[config.mk]
export PLATFORM = sky130hd
export DESIGN_NAME = coin_pulse_gen
export DESIGN_NICKNAME = d
export VERILOG_FILES = /design/src/rtl/coin_pulse_gen.sv
export SDC_FILE = /design/constraint.sdc
export NUM_CORES = 1
export LEC_CHECK = 0
export BUFFER_PORTS_ARGS = -buffer_cell sky130_fd_sc_hd__buf_2
export CORE_MARGIN = 2
export CORE_UTILIZATION = 55
export DETAILED_ROUTE_END_ITERATION = 8
export PLACE_DENSITY = 0.72
export SYNTH_ARGS = -nofsm -noshare
export SYNTH_HDL_FRONTEND = slang
export SYNTH_SLANG_ARGS = --single-unit
[constraint.sdc]
create_clock -name clk_sys -period 2.4 [get_ports clk_sys]
set_input_delay 0 -clock clk_sys [delete_from_list [all_inputs] [get_ports clk_sys]]
set_output_delay 0 -clock clk_sys [all_outputs]
set_load 0.1 [all_outputs]
[src/rtl/coin_pulse_gen.sv]
// coin_pulse_gen: debounces a raw coin level, queues accepted presses and replays them as fixed pulses
// Ports:
//   clk_sys  - system clock, base for all ms timing
//   reset    - synchronous, active-high
//   coin_in  - raw coin level, active-high, may bounce
//   hold     - 1 blocks the start of new pulses (running pulse/gap still completes)
//   coin_out - conditioned coin pulse, active-high, registered
//   busy     - 1 while the pulse FSM is not IDLE
//   pending  - coins accepted but not yet issued (saturating)
//   overflow - sticky, a press was dropped because the queue was full
module coin_pulse_gen #(
  parameter int CLK_HZ      = 48000000,
  parameter int DEBOUNCE_MS = 5,
  parameter int PULSE_MS    = 100,
  parameter int GAP_MS      = 100,
  parameter int QUEUE_W     = 3
) (
  input  logic               clk_sys,
  input  logic               reset,
  input  logic               coin_in,
  input  logic               hold,
  output logic               coin_out,
  output logic               busy,
  output logic [QUEUE_W-1:0] pending,
  output logic               overflow
);
  localparam int DEB_CYC   = (CLK_HZ / 1000) * DEBOUNCE_MS;
  localparam int PULSE_CYC = (CLK_HZ / 1000) * PULSE_MS;
  localparam int GAP_CYC   = (CLK_HZ / 1000) * GAP_MS;
  if (DEB_CYC <= 0 || DEB_CYC >= 2**24 || PULSE_CYC <= 0 || PULSE_CYC >= 2**24 ||
      GAP_CYC <= 0 || GAP_CYC >= 2**24) begin : g_bad_timing
    $error("coin_pulse_gen: derived cycle count must be in 1..2**24-1");
  end
  localparam logic [23:0] DEB_END   = 24'(DEB_CYC - 1);
  localparam logic [23:0] PULSE_END = 24'(PULSE_CYC - 1);
  localparam logic [23:0] GAP_END   = 24'(GAP_CYC - 1);
  typedef enum logic [1:0] {IDLE, PULSE, GAP} state_t;
  state_t      state, state_n;
  logic        s1, s2, deb_lvl, deb_d, acc, dec, coin_n, clr;
  logic [23:0] deb_cnt, cnt;
  // one-cycle strobe on the rising edge of the debounced level
  assign acc  = deb_lvl & ~deb_d;
  assign busy = state != IDLE;
  // counter restarts on every state entry and is held at zero while idle
  assign clr  = state_n != state || state == IDLE;
  always_ff @(posedge clk_sys) begin
    if (reset) begin
      s1       <= 1'b0;
      s2       <= 1'b0;
      deb_lvl  <= 1'b0;
      deb_d    <= 1'b0;
      deb_cnt  <= '0;
      pending  <= '0;
      overflow <= 1'b0;
    end else begin
      s1    <= coin_in;
      s2    <= s1;
      deb_d <= deb_lvl;
      if (s2 == deb_lvl) deb_cnt <= '0;
      else if (deb_cnt == DEB_END) begin
        deb_lvl <= s2;
        deb_cnt <= '0;
      end else deb_cnt <= deb_cnt + 24'd1;
      // an accept coinciding with an issue nets to no change, even when full
      if (acc && !dec && &pending) overflow <= 1'b1;
      else if (acc && !dec) pending <= pending + 1'b1;
      else if (!acc && dec) pending <= pending - 1'b1;
    end
  end
  always_ff @(posedge clk_sys) begin
    if (reset) begin
      state    <= IDLE;
      coin_out <= 1'b0;
      cnt      <= '0;
    end else begin
      state    <= state_n;
      coin_out <= coin_n;
      cnt      <= clr ? '0 : cnt + 24'd1;
    end
  end
  always_comb begin
    state_n = state;
    coin_n  = coin_out;
    dec     = 1'b0;
    case (state)
      IDLE: if (|pending && !hold) begin
        state_n = PULSE;
        coin_n  = 1'b1;
        dec     = 1'b1;
      end
      PULSE: if (cnt == PULSE_END) begin
        state_n = GAP;
        coin_n  = 1'b0;
      end
      GAP: if (cnt == GAP_END) state_n = IDLE;
      default: begin
        state_n = IDLE;
        coin_n  = 1'b0;
      end
    endcase
  end
endmodule
; ---- After elaboration in Yosys (flattened, before gate mapping)
; Index checks and enable logic that the tools add are counted.
[word_totals]
in_bits = 4
wordCells = 56
ff_bits = 59
[classes]
eq_ne = 8
add_sub_neg = 4
n_mux = 11
reduce_logical = 18
bitwise_logic = 5
[ops]
columns = op, count
row1 = "24-bit by 1-bit adder with 24-bit output, second input constant", 2
row2 = "24-bit by 18-bit equality test with 1-bit output, second input constant", 1
row3 = "24-bit by 23-bit equality test with 1-bit output, second input constant", 1
row4 = 2-bit 2-to-1 mux, 3
row5 = 3-bit 2-to-1 mux, 2
row6 = 2-bit case mux with 3 select lines, 1
row7 = 3-bit AND reduction, 2
row8 = 3-bit OR reduction, 2
row9 = 1-bit logical AND, 4
row10 = 1-bit 2-to-1 mux, 4
row11 = 1-bit NOT, 4
row12 = 2-bit AND reduction, 2
row13 = 2-bit nonzero test, 2
row14 = "3-bit by 1-bit adder with 3-bit output, second input constant", 1
row15 = 1-bit logical NOT, 3
row16 = 1-bit case mux with 3 select lines, 1
row17 = "3-bit by 1-bit subtractor with 3-bit output, second input constant", 1
row18 = "2-bit by 1-bit equality test with 1-bit output, second input constant", 1
row19 = "2-bit equality test, second input constant", 1
row20 = 2-bit logical NOT, 1
row21 = "2-bit by 1-bit != test with 1-bit output, second input constant", 1
row22 = 2-bit != test, 1
row23 = "2-bit != test, second input constant", 1
row24 = 2-bit OR reduction, 1
row25 = 3 further kinds, 3

; ---- Longest topological paths before layout
; Gate-level depths: netlist (run 1).
[depth]
ltp_word = 9
mapped_depth = 7
mapped_depth_nobuf = 7

; ---- Least setup slack after synthesis (run 1)
; Ideal clock, no wire load.
[synth_path]
path_kind = register to register
start = reg pending[0]
end = reg pending[2]
t_arrival_ns = 2.485
path_buffers = 0
setup_ns = 0.086
path_slack_ns = -0.171
required_time_ns = 2.314
path_stages_with_launch = 8
path_cell_list = dfxtp_1 nor3_1 o21a_1 inv_1 fa_1 nor4_1 a211oi_1 a211oi_1
[synth_between]
elab_chain_cells = 9
word_cells_on_any_way = 16
cone_classes = add/sub (2) / mux (4) / bitwise (1) / reduce/logical (9)
[synth_lines]
columns = element, line
row1 = from (decl), 24  ; output logic [QUEUE_W-1:0] pending,
row2 = from (signal assigned), 66  ; else if (acc && !dec) pending <= pending + 1'b1;
row3 = from (signal assigned), 67  ; else if (!acc && dec) pending <= pending - 1'b1;
row4 = 3-bit OR reduction, 86  ; IDLE: if (|pending && !hold) begin
row5 = 1-bit logical AND, 86
row6 = 1-bit 2-to-1 mux, 86
row7 = 1-bit 2-to-1 mux, 85  ; case (state)
row8 = 1-bit logical NOT, "65, 66"
row9 = 1-bit logical AND, "65, 66"
row10 = 1-bit logical AND, 65  ; if (acc && !dec && &pending) overflow <= 1'b1;
row11 = 1-bit NOT (no line), n/a
row12 = 2-bit AND reduction (no line), n/a
; Parallel ways exist; a longest one is shown, timed or not. The select of a mux whose other input is x is not followed.
; A chain may end at the register's enable or synchronous reset.

; ---- Worst setup path in the final report (run 1)
; Ends and elaborated chain as after synthesis.

==> flow_summary.html, run 1 <==
<table>
<tr><th>Metric</th><th>Value</th></tr>
<tr><th colspan="2">Floorplanning</th></tr>
<tr><td>Initial cell density of the core</td><td>58.1%</td></tr>
<tr><td>I/O pins</td><td>10</td></tr>
<tr><td>X dimension of the die</td><td>75.3 microns</td></tr>
<tr><td>Placement Rows</td><td>25</td></tr>
<tr><td>Core region area</td><td>4820 sq um</td></tr>
<tr><td>Die Height</td><td>75.3 microns</td></tr>
<tr><td>Area enclosed by the die boundary</td><td>5670 sq um</td></tr>
<tr><th colspan="2">Critical path</th></tr>
<tr><td>Capture instance of the worst register-to-register path</td><td>pending[2]$_SDFFE_PP0P_</td></tr>
<tr><td>Crit-path max FO</td><td>8</td></tr>
<tr><td>Endpoint of the most critical setup path</td><td>pending[2]$_SDFFE_PP0P_</td></tr>
<tr><td>Crit Reg-Reg Startpoint</td><td>pending[0]$_SDFFE_PP0P_</td></tr>
<tr><td>Cell with the most instances on the worst path</td><td>a211oi_1</td></tr>
<tr><td>Data arrival time at the worst-slack endpoint</td><td>2.35 ns</td></tr>
<tr><td>Critical path origin</td><td>pending[0]$_SDFFE_PP0P_</td></tr>
<tr><td>Startpoint Class</td><td>register</td></tr>
<tr><td>Kind of end point of the critical path</td><td>register</td></tr>
<tr><td>Slowest cell on the critical path</td><td>fa_1</td></tr>
<tr><td>Worst setup path category</td><td>register to register</td></tr>
<tr><td>Setup slack of the worst register-to-register path</td><td>0.30 ns</td></tr>
<tr><td>Reg2reg path depth</td><td>7</td></tr>
<tr><td>Series of cell instances along the critical path</td><td>nor3_2, o21a_1, inv_1, fa_1, nor4_1, a211oi_1, a211oi_1</td></tr>
<tr><td>Crit path required time</td><td>2.65 ns</td></tr>
<tr><td>Max incr delay on CP</td><td>0.40 ns</td></tr>
<tr><th colspan="2">Yosys</th></tr>
<tr><td>Post-synthesis cell count</td><td>312</td></tr>
<tr><td>Synth Area per Inst</td><td>8.96 sq um</td></tr>
<tr><td>Number of synthesized register bits</td><td>59</td></tr>
<tr><td>Yosys warns</td><td>0</td></tr>
<tr><td>Number of distinct library cells after synthesis</td><td>51</td></tr>
<tr><td>Share of synthesized area occupied by flip-flops and latches</td><td>42.2%</td></tr>
<tr><td>Ys async rst share</td><td>0%</td></tr>
<tr><td>Most frequently used flop master after synthesis</td><td>dfxtp_1</td></tr>
<tr><td>Net Count, Synth</td><td>319</td></tr>
<tr><td>Post-synthesis cell area</td><td>2800 sq um</td></tr>
<tr><td>EDFF count, synth</td><td>0</td></tr>
<tr><th colspan="2">GRT</th></tr>
<tr><td>Number of antenna violations at the first check in global routing</td><td>0</td></tr>
<tr><td>Pin count of the biggest net entering global routing</td><td>18</td></tr>
<tr><td>Wire length of the first global-routing pass</td><td>8.77 mm</td></tr>
<tr><td>Via count of the first global-routing pass</td><td>2044</td></tr>
<tr><td>Overflow after GRT</td><td>0</td></tr>
<tr><td>Total Routing Usage GR</td><td>20.6%</td></tr>
<tr><th colspan="2">Clocking</th></tr>
<tr><td>Clock transition time at the flip-flop clock pins of the worst setup and hold paths</td><td>0.06 ns</td></tr>
<tr><td>TritonCTS Buffers</td><td>9</td></tr>
<tr><td>Clock latency at the later pin of the worst-skew pair</td><td>0.33 ns</td></tr>
<tr><td>Sink count of the clock tree</td><td>59</td></tr>
<tr><td>Root Buffer Master</td><td>clkbuf_8</td></tr>
<tr><td>Max Buffers Root-to-Sink</td><td>2</td></tr>
<tr><td>Clock H-tree levels</td><td>3</td></tr>
<tr><td>CTS tree</td><td>built</td></tr>
<tr><td>Number of setup buffers added after CTS</td><td>0</td></tr>
<tr><th colspan="2">Pwr</th></tr>
<tr><td>Total power</td><td>2.29 mW</td></tr>
<tr><td>Clock network power share</td><td>37.3%</td></tr>
<tr><td>Worst voltage drop across the vdd grid</td><td>0.526 mV</td></tr>
<tr><td>Sw Ratio</td><td>29.9%</td></tr>
<tr><td>Reported leakage power</td><td>0.997 nW</td></tr>
<tr><td>Sequential cell fraction of total power</td><td>46.1%</td></tr>
<tr><td>Cell-internal power</td><td>1.60 mW</td></tr>
<tr><td>Power density over cell area</td><td>731 nW/um^2</td></tr>
<tr><td>Net switching power</td><td>0.684 mW</td></tr>
<tr><td>Combinational share of power</td><td>16.6%</td></tr>
<tr><th colspan="2">Layout</th></tr>
<tr><td>Post-Route Utilization</td><td>64.9%</td></tr>
<tr><td>Fraction of final layout cells with drive strength greater than 1</td><td>14.4%</td></tr>
<tr><td>Non-filler instance count after layout</td><td>401</td></tr>
<tr><td>Antenna diode count</td><td>0</td></tr>
<tr><td>Post-layout nets</td><td>338</td></tr>
<tr><td>Synthesis-to-finish area growth</td><td>11.9%</td></tr>
<tr><th colspan="2">STA</th></tr>
<tr><td>Setup repair after global routing missed its margin</td><td>false</td></tr>
<tr><td>Max-slew headroom</td><td>67.8%</td></tr>
<tr><td>Setup skew after layout</td><td>0.00393 ns</td></tr>
<tr><td>Final number of setup-violating endpoints</td><td>0</td></tr>
<tr><td>Fraction of the cycle the final worst path needs</td><td>87.7%</td></tr>
<tr><td>Worst Hold Margin</td><td>0.0135 ns</td></tr>
<tr><td>Setup Total Neg Slack</td><td>0 ns</td></tr>
<tr><td>Max Freq</td><td>475 MHz</td></tr>
<tr><td>Pins over their slew limit</td><td>0</td></tr>
<tr><td>Final number of hold-violating endpoints</td><td>0</td></tr>
<tr><td>Min Tclk post-route</td><td>2.10 ns</td></tr>
<tr><td>Measured slew at the worst slew-check pin</td><td>0.486 ns</td></tr>
<tr><th colspan="2">Routing</th></tr>
<tr><td>Drt initial violations</td><td>109</td></tr>
<tr><td>Detailed Route WL</td><td>5.31 mm</td></tr>
<tr><td>Number of vias after detailed routing</td><td>2275</td></tr>
<tr><td>DRC errors left</td><td>0</td></tr>
<tr><td>Iteration count of the initial detailed-routing pass</td><td>4</td></tr>
<tr><td>Remaining antenna violation count</td><td>0</td></tr>
<tr><td>Drt via density</td><td>5.67</td></tr>
<tr><td>Routed wire length per instance</td><td>13.2 microns</td></tr>
<tr><th colspan="2">Placement</th></tr>
<tr><td>Final estimated routing congestion in global placement</td><td>0.876</td></tr>
<tr><td>Number of placed instances with taps included</td><td>386</td></tr>
<tr><td>I/O Buffers</td><td>9</td></tr>
<tr><td>Placed wire-length estimate</td><td>3.62 mm</td></tr>
<tr><th colspan="2">Flow run</th></tr>
<tr><td>Maxcap violations</td><td>0</td></tr>
<tr><th colspan="2">Hold path</th></tr>
<tr><td>Hold Crit Class</td><td>input port to register</td></tr>
<tr><th colspan="2">Run status</th></tr>
<tr><td>Run status</td><td>complete, no violations</td></tr>
</table>
==> through the flow <==
stage / cell area [sq um] / worst slack (ns)
global route: 3130 / 0.0174
CTS: 3120 / 0.154
global placement: 2930 / 0.292
detailed placement: 2930 / 0.165
finish: 3130 / 0.296
floorplan: 2800 / 0.125
==> synthesized netlist by cell type (all sizes together) (2+ instances only) <==
cell type,number,area [sq um]
nor4,14,93.8
buf,4,38.8
nor4b,3,26.3
o31ai,8,60.1
and3,6,37.5
mux2,2,22.5
nor3,11,55.1
or2,3,18.8
ha,2,25.0
or3,4,30.0
and4,4,35.0
nand4,16,128
mux2i,2,20.0
o21ai,4,23.8
clkbuf,4,16.3
xor2,8,70.1
xnor2,22,193
nor4bb,2,20.0
nand2b,5,31.3
nand2,12,45.0
nor2,47,176
inv,9,33.8
a211oi,2,15.0
nand3,15,75.1
a21oi,14,73.8
nor2b,6,37.5
dfxtp,59,1180
a31o,2,17.5
or4,9,71.3
==> timing repair <==
action | CTS | global route
hold buffers | 1 | 0
resized for setup | 0 | 1
endpoints found under the setup margin | 0 | 1
endpoints found under the hold margin | 1 | 0
==> final cells by class <==
type | count | area [sq um]
multi-input combinational | 236 | 1530
clock buffer | 11 | 141
fill | 442 | 1690
sequential | 59 | 1180
inverter | 9 | 33.8
timing repair buffer | 16 | 113
tap | 67 | 83.8
clock inverter | 3 | 40.0
==> power by group through the flow <==
stage	Clock, mW	Combinational, mW	Sequential [mW]
6_report	0.854	0.379	1.05
4_1_cts	0.875	0.381	1.05
2_1_floorplan	0	0.162	1.22
5_1_grt	0.918	0.409	1.06
3_3_place_gp	0	0.370	1.07
3_5_place_dp	0	0.376	1.07
==> sequential cells by signal, indices dropped and copies added (netlist names) <==
| name | flops |
|---|---|
| cnt | 24 |
| deb_cnt | 24 |
| pending | 3 |
| state | 2 |
| coin_out | 1 |
| deb_d | 1 |
| deb_lvl | 1 |
| overflow | 1 |
| s1 | 1 |
| s2 | 1 |
==> worst max-delay path, delay by kind of cell (launching register included) <==
| kind | cells | cell delay, ns |
|---|---|---|
| simple gates | 2 | 0.63 |
| compound gates | 3 | 0.55 |
| fa+ha+maj | 1 | 0.40 |
| flops | 1 | 0.36 |
| buf+inv | 1 | 0.07 |
==> routing by layer <==
metal	vias up	global-route usage, %	part of all wire [%]
met3	9	7.94	3.3
li1	1181	-	-
met4	0	6.43	1.3
met2	19	35.2	48
met5	-	0	0
met1	1066	23.8	47
==> layout by cell type (no fill, tap or decap), drive strengths merged, types with 2 or more instances in the layout <==
cell type / netlist / final
dfxtp: 59 / 59
nor2: 47 / 47
xnor2: 22 / 22
nand4: 16 / 16
nand3: 15 / 15
buf: 4 / 15
a21oi: 14 / 14
nor4: 14 / 14
nand2: 12 / 12
nor3: 11 / 11
clkbuf: 4 / 11
inv: 9 / 9
or4: 9 / 9
xor2: 8 / 8
o31ai: 8 / 8
nor2b: 6 / 6
and3: 6 / 6
nand2b: 5 / 5
and4: 4 / 4
or3: 4 / 4
o21ai: 4 / 4
or2: 3 / 3
nor4b: 3 / 3
nor4bb: 2 / 2
mux2i: 2 / 2
mux2: 2 / 2
a31o: 2 / 2
a211oi: 2 / 2
ha: 2 / 2
clkinv: 0 / 2
==> worst min-delay path by stage <==
stage | endpoint | startpoint | slack (ns) | depth (start not counted)
global route | overflow$_SDFFE_PP0P_ | reset | 0.03 | 2
finish | overflow$_SDFFE_PP0P_ | reset | 0.01 | 2
detailed placement | s1$_SDFF_PP0_ | coin_in | 0.27 | 2
floorplan | deb_d$_SDFF_PP0_ | reset | 0.08 | 1
CTS | overflow$_SDFFE_PP0P_ | reset | 0.0009 | 2
global placement | s1$_SDFF_PP0_ | coin_in | 0.23 | 2
==> logic make-up (layout without fill, tap and decap cells) <==
group | after synthesis | in the layout | synth area share [%]
XOR/XNOR | 30 | 30 | 9.40
adder cells (fa/ha/maj) | 3 | 3 | 1.61
AND/OR/NAND/NOR | 159 | 159 | 32.0
buffers and inverters | 17 | 39 | 3.18
flip-flops | 59 | 59 | 42.2
multiplexers | 4 | 4 | 1.52
AO/OA/AOI/OAI | 40 | 40 | 10.0
(Power assumes the default switching activity.)
==> run 2: changes to the inputs <==
--- a/config.mk
+++ b/config.mk
@@ -9,7 +9,7 @@
 export CORE_MARGIN = 2
 export CORE_UTILIZATION = 55
 export DETAILED_ROUTE_END_ITERATION = 8
-export PLACE_DENSITY = 0.72
+export PLACE_DENSITY = 0.75
 export SYNTH_ARGS = -nofsm -noshare
 export SYNTH_HDL_FRONTEND = slang
 export SYNTH_SLANG_ARGS = --single-unit
==> constraint.sdc (replaced) <==
create_clock -name clk_sys -period 1.82 [get_ports clk_sys]
set_input_delay 0 -clock clk_sys [delete_from_list [all_inputs] [get_ports clk_sys]]
set_output_delay 0 -clock clk_sys [all_outputs]
set_load 0.1 [all_outputs]
==> flow_summary.html, run 2 (synthesis gave the netlist of run 1 again) <==
<table>
<tr><th>Metric</th><th>Value</th></tr>
<tr><th colspan="2">Run status</th></tr>
<tr><td>Run status</td><td>complete, but fails checks</td></tr>
<tr><td>Failing checks</td><td>setup timing</td></tr>
<tr><th colspan="2">Clocking</th></tr>
<tr><td>Sink count of the clock tree</td><td>59 (unchanged)</td></tr>
<tr><td>TritonCTS Buffers</td><td>9 (unchanged)</td></tr>
<tr><td>Clock transition time at the flip-flop clock pins of the worst setup and hold paths</td><td>0.07 ns (about the same)</td></tr>
<tr><td>Root Buffer Master</td><td>clkbuf_8</td></tr>
<tr><td>Clock latency at the later pin of the worst-skew pair</td><td>0.34 ns (about the same)</td></tr>
<tr><td>CTS tree</td><td>built</td></tr>
<tr><td>Max Buffers Root-to-Sink</td><td>2 (unchanged)</td></tr>
<tr><td>Clock H-tree levels</td><td>3 (unchanged)</td></tr>
<tr><th colspan="2">Floorplanning</th></tr>
<tr><td>Die Height</td><td>75.3 microns (unchanged)</td></tr>
<tr><td>X dimension of the die</td><td>75.3 microns (unchanged)</td></tr>
<tr><td>Initial cell density of the core</td><td>58.1% (unchanged)</td></tr>
<tr><td>Core region area</td><td>4820 sq um (unchanged)</td></tr>
<tr><td>Area enclosed by the die boundary</td><td>5670 sq um (unchanged)</td></tr>
<tr><td>I/O pins</td><td>10 (unchanged)</td></tr>
<tr><td>Placement Rows</td><td>25 (unchanged)</td></tr>
<tr><th colspan="2">GRT</th></tr>
<tr><td>Overflow after GRT</td><td>0 (unchanged)</td></tr>
<tr><td>Via count of the first global-routing pass</td><td>2195 (+7.4%)</td></tr>
<tr><td>Number of antenna violations at the first check in global routing</td><td>0 (unchanged)</td></tr>
<tr><td>Wire length of the first global-routing pass</td><td>9.61 mm (+9.6%)</td></tr>
<tr><td>Total Routing Usage GR</td><td>22.2% (+1.6 points)</td></tr>
<tr><td>Pin count of the biggest net entering global routing</td><td>18 (unchanged)</td></tr>
<tr><th colspan="2">Layout</th></tr>
<tr><td>Post-layout nets</td><td>364 (+7.7%)</td></tr>
<tr><td>Antenna diode count</td><td>0 (unchanged)</td></tr>
<tr><td>Registers with the most flip-flops</td><td>cnt: 24 flops, deb_cnt: 24 flops, pending: 3 flops</td></tr>
<tr><td>Leading cell type in the layout, fill and taps excluded</td><td>dfxtp_1</td></tr>
<tr><td>Fraction of final layout cells with drive strength greater than 1</td><td>26.2% (+12 points)</td></tr>
<tr><td>Count of filler cells inserted in the layout</td><td>383 (-13%)</td></tr>
<tr><td>Synthesis-to-finish area growth</td><td>24.0%</td></tr>
<tr><td>Most frequent cells in the layout</td><td>54 x dfxtp_1, 41 x nor2_1, 29 x buf_4, 22 x xnor2_1, 14 x nand3_1</td></tr>
<tr><th colspan="2">Critical path</th></tr>
<tr><td>Kind of end point of the critical path</td><td>register</td></tr>
<tr><td>Crit path required time</td><td>2.05 ns (-0.60 ns)</td></tr>
<tr><td>Setup slack of the worst register-to-register path</td><td>-0.03 ns (-0.33 ns)</td></tr>
<tr><td>Capture instance of the worst register-to-register path</td><td>deb_lvl$_SDFFE_PP0P_</td></tr>
<tr><td>Data arrival time at the worst-slack endpoint</td><td>2.08 ns (-0.27 ns)</td></tr>
<tr><td>Crit-path max FO</td><td>2 (-6)</td></tr>
<tr><td>Crit Reg-Reg Startpoint</td><td>deb_cnt[19]$_SDFF_PP0_</td></tr>
<tr><td>Reg2reg path depth</td><td>4 (-3)</td></tr>
<tr><td>Worst setup path category</td><td>register to register</td></tr>
<tr><td>Startpoint Class</td><td>register</td></tr>
<tr><th colspan="2">STA</th></tr>
<tr><td>Setup Total Neg Slack</td><td>-0.0628 ns (-0.0628 ns)</td></tr>
<tr><td>Max-slew headroom</td><td>67.9% (about the same)</td></tr>
<tr><td>Max Freq</td><td>539 MHz (+14%)</td></tr>
<tr><td>Min Tclk post-route</td><td>1.85 ns (-0.250 ns)</td></tr>
<tr><td>Measured slew at the worst slew-check pin</td><td>0.485 ns (-0.000898 ns)</td></tr>
<tr><td>Setup skew after layout</td><td>0.0104 ns (+0.00643 ns)</td></tr>
<tr><td>Worst Hold Margin</td><td>0.0214 ns (+0.00787 ns)</td></tr>
<tr><td>Final number of hold-violating endpoints</td><td>0 (unchanged)</td></tr>
<tr><td>Min setup slack post-route</td><td>-0.0337 ns (-0.330 ns)</td></tr>
<tr><td>Final number of setup-violating endpoints</td><td>6 (+6)</td></tr>
<tr><td>Pins over their slew limit</td><td>0 (unchanged)</td></tr>
<tr><td>Fraction of the cycle the final worst path needs</td><td>102% (+14 points)</td></tr>
<tr><td>Setup repair after global routing missed its margin</td><td>true</td></tr>
<tr><th colspan="2">Placement</th></tr>
<tr><td>Final estimated routing congestion in global placement</td><td>0.855 (-2.4%)</td></tr>
<tr><td>Placed wire-length estimate</td><td>4.02 mm (+11%)</td></tr>
<tr><td>I/O Buffers</td><td>9 (unchanged)</td></tr>
<tr><td>Worst slack after detailed placement</td><td>-0.0581 ns (-0.223 ns)</td></tr>
<tr><th colspan="2">Pwr</th></tr>
<tr><td>Worst voltage drop across the vdd grid</td><td>0.651 mV (+24%)</td></tr>
<tr><td>Reported leakage power</td><td>1.16 nW (+16%)</td></tr>
<tr><td>Cell-internal power</td><td>2.30 mW (+43%)</td></tr>
<tr><td>Power density over cell area</td><td>946 nW/um^2 (+29%)</td></tr>
<tr><td>Sw Ratio</td><td>30.0% (+0.11 points)</td></tr>
<tr><td>Net switching power</td><td>0.985 mW (+44%)</td></tr>
<tr><td>Combinational share of power</td><td>19.9% (+3.3 points)</td></tr>
<tr><td>Sequential cell fraction of total power</td><td>42.1% (-4.0 points)</td></tr>
<tr><td>Clock network power share</td><td>38.0% (+0.7 points)</td></tr>
<tr><td>Total power</td><td>3.28 mW (+43%)</td></tr>
<tr><th colspan="2">Routing</th></tr>
<tr><td>Drt via density</td><td>5.62 (-1.0%)</td></tr>
<tr><td>Number of vias after detailed routing</td><td>2409 (+5.9%)</td></tr>
<tr><td>DRC errors left</td><td>0 (unchanged)</td></tr>
<tr><td>Remaining antenna violation count</td><td>0 (unchanged)</td></tr>
<tr><td>Detailed Route WL</td><td>5.96 mm (+12%)</td></tr>
<tr><td>Drt initial violations</td><td>105 (-3.7%)</td></tr>
<tr><td>Routed wire length per instance</td><td>13.9 microns (+4.9%)</td></tr>
<tr><td>Iteration count of the initial detailed-routing pass</td><td>4 (unchanged)</td></tr>
<tr><th colspan="2">Hold path</th></tr>
<tr><td>Hold Crit Class</td><td>input port to register</td></tr>
<tr><td>Worst hold stages</td><td>2 (unchanged)</td></tr>
<tr><td>Worst hold endpoint</td><td>overflow$_SDFFE_PP0P_</td></tr>
<tr><td>Worst hold start</td><td>reset</td></tr>
<tr><th colspan="2">Flow run</th></tr>
<tr><td>Maxcap violations</td><td>0 (unchanged)</td></tr>
</table>
==> run 2: cell count changes in the layout (fill, tap and decap cells not counted), moves of 3 or more <==
cell | previous run | this run
buf_4 | 5 | 29
dfxtp_4 | 0 | 3
nor2_1 | 47 | 41
nor2_2 | 0 | 3
nor2_4 | 0 | 3
==> run 2: stage by stage <==
stage	utilization (%)	instances	cell area (sq um)
finish	72.0	429	3470
global route	72.0	429	3470
detailed placement	65.5	410	3160
floorplan	-	312	2830
global placement	65.5	410	3160
CTS	70.6	428	3400
==> run 2: worst max-delay path by stage <==
stage                                       start  slack [ns]                       to  cells after the start
after floorplan           pending[1]$_SDFFE_PP0P_       -0.02  pending[2]$_SDFFE_PP0P_                      7
after global placement     deb_cnt[19]$_SDFF_PP0_       -0.04     deb_lvl$_SDFFE_PP0P_                      4
after detailed placement   deb_cnt[19]$_SDFF_PP0_       -0.06     deb_lvl$_SDFFE_PP0P_                      4
after CTS                  deb_cnt[19]$_SDFF_PP0_       -0.04     deb_lvl$_SDFFE_PP0P_                      4
after global routing       deb_cnt[19]$_SDFF_PP0_       -0.07     deb_lvl$_SDFFE_PP0P_                      4
final                      deb_cnt[19]$_SDFF_PP0_       -0.03     deb_lvl$_SDFFE_PP0P_                      4
==> run 2: what timing repair did <==
action | 4_1_cts | 5_1_grt
setup endpoints to repair | 23 | 32
hold endpoints to repair | 1 | 0
pin swaps | 1 | 7
hold buffers | 1 | 0
gates resized for setup | 5 | 16
buffers inserted | 1 | 1
==> run 2: final cells by class <==
cell class | count | area (sq um) | share of cell area [%]
clock inverters | 4 | 47.5 | 1.37
repair buffers | 42 | 324 | 9.35
well taps | 67 | 83.8 | 2.42
clock buffers | 12 | 165 | 4.76
multi-input cells | 236 | 1620 | 46.7
flip-flops and latches | 59 | 1190 | 34.5
inverters | 9 | 33.8 | 0.974
==> run 2: routing by layer <==
| metal | wire (microns) | global-route usage (%) | vias to the layer above |
|---|---|---|---|
| li1 | - | - | 1232 |
| met1 | 2870 | 29.2 | 1137 |
| met2 | 2820 | 35.7 | 33 |
| met3 | 197 | 5.16 | 7 |
| met4 | 78 | 8.19 | 0 |
| met5 | 0 | 0 | - |
==> run 2: worst max-delay path, cell delays in order (launching register included) <==
cell and delay, ns:
dfxtp_2 0.32, or4_1 0.51, or4_4 0.47, nor2_4 0.13, mux2_4 0.31
==> run 2: power by group through the flow <==
stage | Combinational, mW | Clock [mW] | Sequential, mW
2_1_floorplan | 0.236 | 0 | 1.63
3_3_place_gp | 0.589 | 0 | 1.41
3_5_place_dp | 0.600 | 0 | 1.41
4_1_cts | 0.606 | 1.27 | 1.38
5_1_grt | 0.692 | 1.32 | 1.39
6_report | 0.654 | 1.25 | 1.38
==> run 3: changes to the inputs <==
--- a/config.mk
+++ b/config.mk
@@ -6,10 +6,13 @@
 export NUM_CORES = 1
 export LEC_CHECK = 0
 export BUFFER_PORTS_ARGS = -buffer_cell sky130_fd_sc_hd__buf_2
+export CELL_PAD_IN_SITES_DETAIL_PLACEMENT = 0
+export CELL_PAD_IN_SITES_GLOBAL_PLACEMENT = 1
 export CORE_MARGIN = 2
-export CORE_UTILIZATION = 55
+export CORE_UTILIZATION = 43
 export DETAILED_ROUTE_END_ITERATION = 8
 export PLACE_DENSITY = 0.75
+export SETUP_SLACK_MARGIN = 0.2
 export SYNTH_ARGS = -nofsm -noshare
 export SYNTH_HDL_FRONTEND = slang
 export SYNTH_SLANG_ARGS = --single-unit
==> flow_summary.html, run 3 (synthesis gave the netlist of run 1 again) <==
<table>
<tr><th>Metric</th><th>Value</th></tr>
<tr><th colspan="2">Critical path</th></tr>
<tr><td>Reg2reg path depth</td><td>4 (unchanged)</td></tr>
<tr><td>WP buf/inv</td><td>0 (unchanged)</td></tr>
<tr><td>Critical Path Stages</td><td>4 (unchanged)</td></tr>
<tr><td>Crit path required time</td><td>2.06 ns (about the same)</td></tr>
<tr><td>Crit-path max FO</td><td>2 (unchanged)</td></tr>
<tr><td>Data arrival time at the worst-slack endpoint</td><td>2.04 ns (-0.04 ns)</td></tr>
<tr><td>Kind of end point of the critical path</td><td>register</td></tr>
<tr><td>Series of cell instances along the critical path</td><td>or4_1, or4_4, nor2_2, mux2_4</td></tr>
<tr><td>Startpoint Class</td><td>register</td></tr>
<tr><td>Cell family with the largest share of critical-path delay</td><td>simple AND/OR/NAND/NOR gates</td></tr>
<tr><td>Max incr delay on CP</td><td>0.50 ns (about the same)</td></tr>
<tr><td>Worst setup path category</td><td>register to register</td></tr>
<tr><td>Slowest cell on the critical path</td><td>or4_1</td></tr>
<tr><th colspan="2">Pwr</th></tr>
<tr><td>Power density over cell area</td><td>912 nW/um^2 (-3.6%)</td></tr>
<tr><td>Reported leakage power</td><td>1.27 nW (+9.8%)</td></tr>
<tr><td>Worst voltage drop across the vdd grid</td><td>1.05 mV (+62%)</td></tr>
<tr><td>Total power</td><td>3.40 mW (+3.7%)</td></tr>
<tr><th colspan="2">Routing</th></tr>
<tr><td>Drt initial violations</td><td>73 (-30%)</td></tr>
<tr><td>Routed wire length per instance</td><td>13.3 microns (-4.5%)</td></tr>
<tr><td>Remaining antenna violation count</td><td>0 (unchanged)</td></tr>
<tr><td>DRC errors left</td><td>0 (unchanged)</td></tr>
<tr><td>Detailed Route WL</td><td>5.98 mm (+0.35%)</td></tr>
<tr><td>Iteration count of the initial detailed-routing pass</td><td>4 (unchanged)</td></tr>
<tr><td>Number of vias after detailed routing</td><td>2413 (+0.17%)</td></tr>
<tr><td>Drt via density</td><td>5.35 (-4.7%)</td></tr>
<tr><th colspan="2">STA</th></tr>
<tr><td>Worst Hold Margin</td><td>0.189 ns (+0.168 ns)</td></tr>
<tr><td>Setup skew after layout</td><td>0.0101 ns (-0.000311 ns)</td></tr>
<tr><td>Fraction of the cycle the final worst path needs</td><td>98.9% (-2.9 points)</td></tr>
<tr><td>Max-slew headroom</td><td>67.9% (about the same)</td></tr>
<tr><td>Max Freq</td><td>556 MHz (+3.0%)</td></tr>
<tr><td>Final number of hold-violating endpoints</td><td>0 (unchanged)</td></tr>
<tr><td>Measured slew at the worst slew-check pin</td><td>0.485 ns (-0.000913 ns)</td></tr>
<tr><td>Pins over their slew limit</td><td>0 (unchanged)</td></tr>
<tr><td>Min Tclk post-route</td><td>1.80 ns (-0.0536 ns)</td></tr>
<tr><td>Setup repair after global routing missed its margin</td><td>true</td></tr>
<tr><td>Final number of setup-violating endpoints</td><td>0 (-6)</td></tr>
<tr><th colspan="2">Hold path</th></tr>
<tr><td>Hold Crit Class</td><td>input port to register</td></tr>
<tr><td>Worst hold stages</td><td>5 (+3)</td></tr>
<tr><th colspan="2">Clocking</th></tr>
<tr><td>Sink count of the clock tree</td><td>59 (unchanged)</td></tr>
<tr><td>TritonCTS Buffers</td><td>9 (unchanged)</td></tr>
<tr><td>Clock H-tree levels</td><td>3 (unchanged)</td></tr>
<tr><td>CTS tree</td><td>built</td></tr>
<tr><td>Clock transition time at the flip-flop clock pins of the worst setup and hold paths</td><td>0.07 ns (about the same)</td></tr>
<tr><td>Max Buffers Root-to-Sink</td><td>2 (unchanged)</td></tr>
<tr><td>Clock latency at the later pin of the worst-skew pair</td><td>0.35 ns (about the same)</td></tr>
<tr><td>Root Buffer Master</td><td>clkbuf_8</td></tr>
<tr><th colspan="2">Layout</th></tr>
<tr><td>Antenna diode count</td><td>0 (unchanged)</td></tr>
<tr><td>Storage cell area</td><td>1210 sq um (+1.3%)</td></tr>
<tr><td>Registers with the most flip-flops</td><td>cnt: 24 flops, deb_cnt: 24 flops, pending: 3 flops</td></tr>
<tr><td>Count of filler cells inserted in the layout</td><td>547 (+43%)</td></tr>
<tr><td>Post-layout nets</td><td>376 (+3.3%)</td></tr>
<tr><td>Area taken by multi-input logic gates</td><td>1750 sq um (+8.0%)</td></tr>
<tr><td>Most frequent cells in the layout</td><td>42 x dfxtp_1, 40 x nor2_1, 39 x buf_4, 22 x xnor2_1</td></tr>
<tr><td>Leading cell type in the layout, fill and taps excluded</td><td>dfxtp_1</td></tr>
<tr><td>Post-Route Utilization</td><td>59.1% (-13 points)</td></tr>
<tr><td>Synthesis-to-finish area growth</td><td>33.4%</td></tr>
<tr><td>Fraction of final layout cells with drive strength greater than 1</td><td>35.0% (+8.8 points)</td></tr>
<tr><td>Non-filler instance count after layout</td><td>451 (+5.1%)</td></tr>
<tr><th colspan="2">Floorplanning</th></tr>
<tr><td>X dimension of the die</td><td>84.6 microns (+12%)</td></tr>
<tr><td>I/O pins</td><td>10 (unchanged)</td></tr>
<tr><td>Area enclosed by the die boundary</td><td>7160 sq um (+26%)</td></tr>
<tr><td>Initial cell density of the core</td><td>44.3% (-14 points)</td></tr>
<tr><td>Die Height</td><td>84.6 microns (+12%)</td></tr>
<tr><td>Core region area</td><td>6310 sq um (+31%)</td></tr>
<tr><td>Placement Rows</td><td>29 (+16%)</td></tr>
<tr><th colspan="2">GRT</th></tr>
<tr><td>Overflow after GRT</td><td>0 (unchanged)</td></tr>
<tr><td>Via count of the first global-routing pass</td><td>2266 (+3.2%)</td></tr>
<tr><td>Total Routing Usage GR</td><td>17.7% (-4.5 points)</td></tr>
<tr><td>M2 GR Usage</td><td>27.3% (-8.3 points)</td></tr>
<tr><td>Wire length of the first global-routing pass</td><td>10.1 mm (+5.2%)</td></tr>
<tr><td>Pin count of the biggest net entering global routing</td><td>23 (+5)</td></tr>
<tr><td>Number of antenna violations at the first check in global routing</td><td>0 (unchanged)</td></tr>
<tr><td>Met1 capacity usage during global routing</td><td>22.7% (-6.6 points)</td></tr>
<tr><td>Busiest layer in global routing</td><td>met2</td></tr>
<tr><td>Met3 GRT Util</td><td>4.42% (-0.73 points)</td></tr>
<tr><th colspan="2">Placement</th></tr>
<tr><td>Final estimated routing congestion in global placement</td><td>0.815 (-4.6%)</td></tr>
<tr><td>Placed wire-length estimate</td><td>3.91 mm (-2.5%)</td></tr>
<tr><td>I/O Buffers</td><td>9 (unchanged)</td></tr>
<tr><td>Number of placed instances with taps included</td><td>424 (+3.4%)</td></tr>
<tr><th colspan="2">Flow run</th></tr>
<tr><td>Maxcap violations</td><td>0 (unchanged)</td></tr>
<tr><th colspan="2">Run status</th></tr>
<tr><td>Run status</td><td>complete, no violations</td></tr>
</table>
-- run 3: cell count changes in the layout (fill, tap and decap cells not counted), sizes merged --
cell         before  now
clkbuf           12   13
dlygate4sd3       1    3
buf              41   51
clkinv            2    1
-- run 3: worst paths after layout --
check	start	slack, ns	end
max	deb_cnt[19]$_SDFF_PP0_	0.02	deb_lvl$_SDFFE_PP0P_
min	hold	0.19	state[0]$_SDFF_PP0_
max reg2reg	deb_cnt[19]$_SDFF_PP0_	0.02	deb_lvl$_SDFFE_PP0P_
min reg2reg	deb_cnt[0]$_SDFF_PP0_	0.45	deb_cnt[0]$_SDFF_PP0_
-- run 3: layout make-up --
class | instances | share of cell area [%]
Timing Repair Buffer | 54 | 11.2
Multi-Input combinational cell | 236 | 46.9
Inverter | 9 | 0.906
Sequential cell | 59 | 32.4
Clock buffer | 13 | 4.83
Tap cell | 77 | 2.58
Clock inverter | 3 | 1.14
-- run 3: per-layer routing --
| metal | share of wire [%] | vias up |
|---|---|---|
| met2 | 45 | 27 |
| met5 | 0 | - |
| li1 | - | 1254 |
| met3 | 2.3 | 13 |
| met4 | 2.6 | 0 |
| met1 | 51 | 1119 |
-- run 3: repair_timing --
item / 4_1_cts / 5_1_grt
resized for setup: 19 / 26
hold buffers: 3 / 0
pin swaps: 6 / 8
endpoints found under the setup margin: 28 / 38
buffers inserted: 2 / 6
endpoints found under the hold margin: 2 / 0
-- run 3: worst register-to-register path: stages, from the launching register on --
cell     delay (ns)
dfxtp_2        0.32
or4_1          0.50
or4_4          0.45
nor2_2         0.12
mux2_4         0.30
-- run 3: power by group --
part           switching [mW]  internal, mW  total [mW]
logic                   0.433         0.232       0.665
registers              0.0621          1.34        1.41
clock network           0.542         0.789        1.33
-- run 3: stage by stage --
stage	TNS, ns	instance area (sq um)	worst slack, ns
6_report	0	3730	0.0199
5_1_grt	-0.805	3730	-0.0495
4_1_cts	0	3580	0.00585
3_5_place_dp	-0.00386	3240	-0.00386
3_3_place_gp	0	3240	0.00623
2_1_floorplan	-0.0224	2880	-0.0224
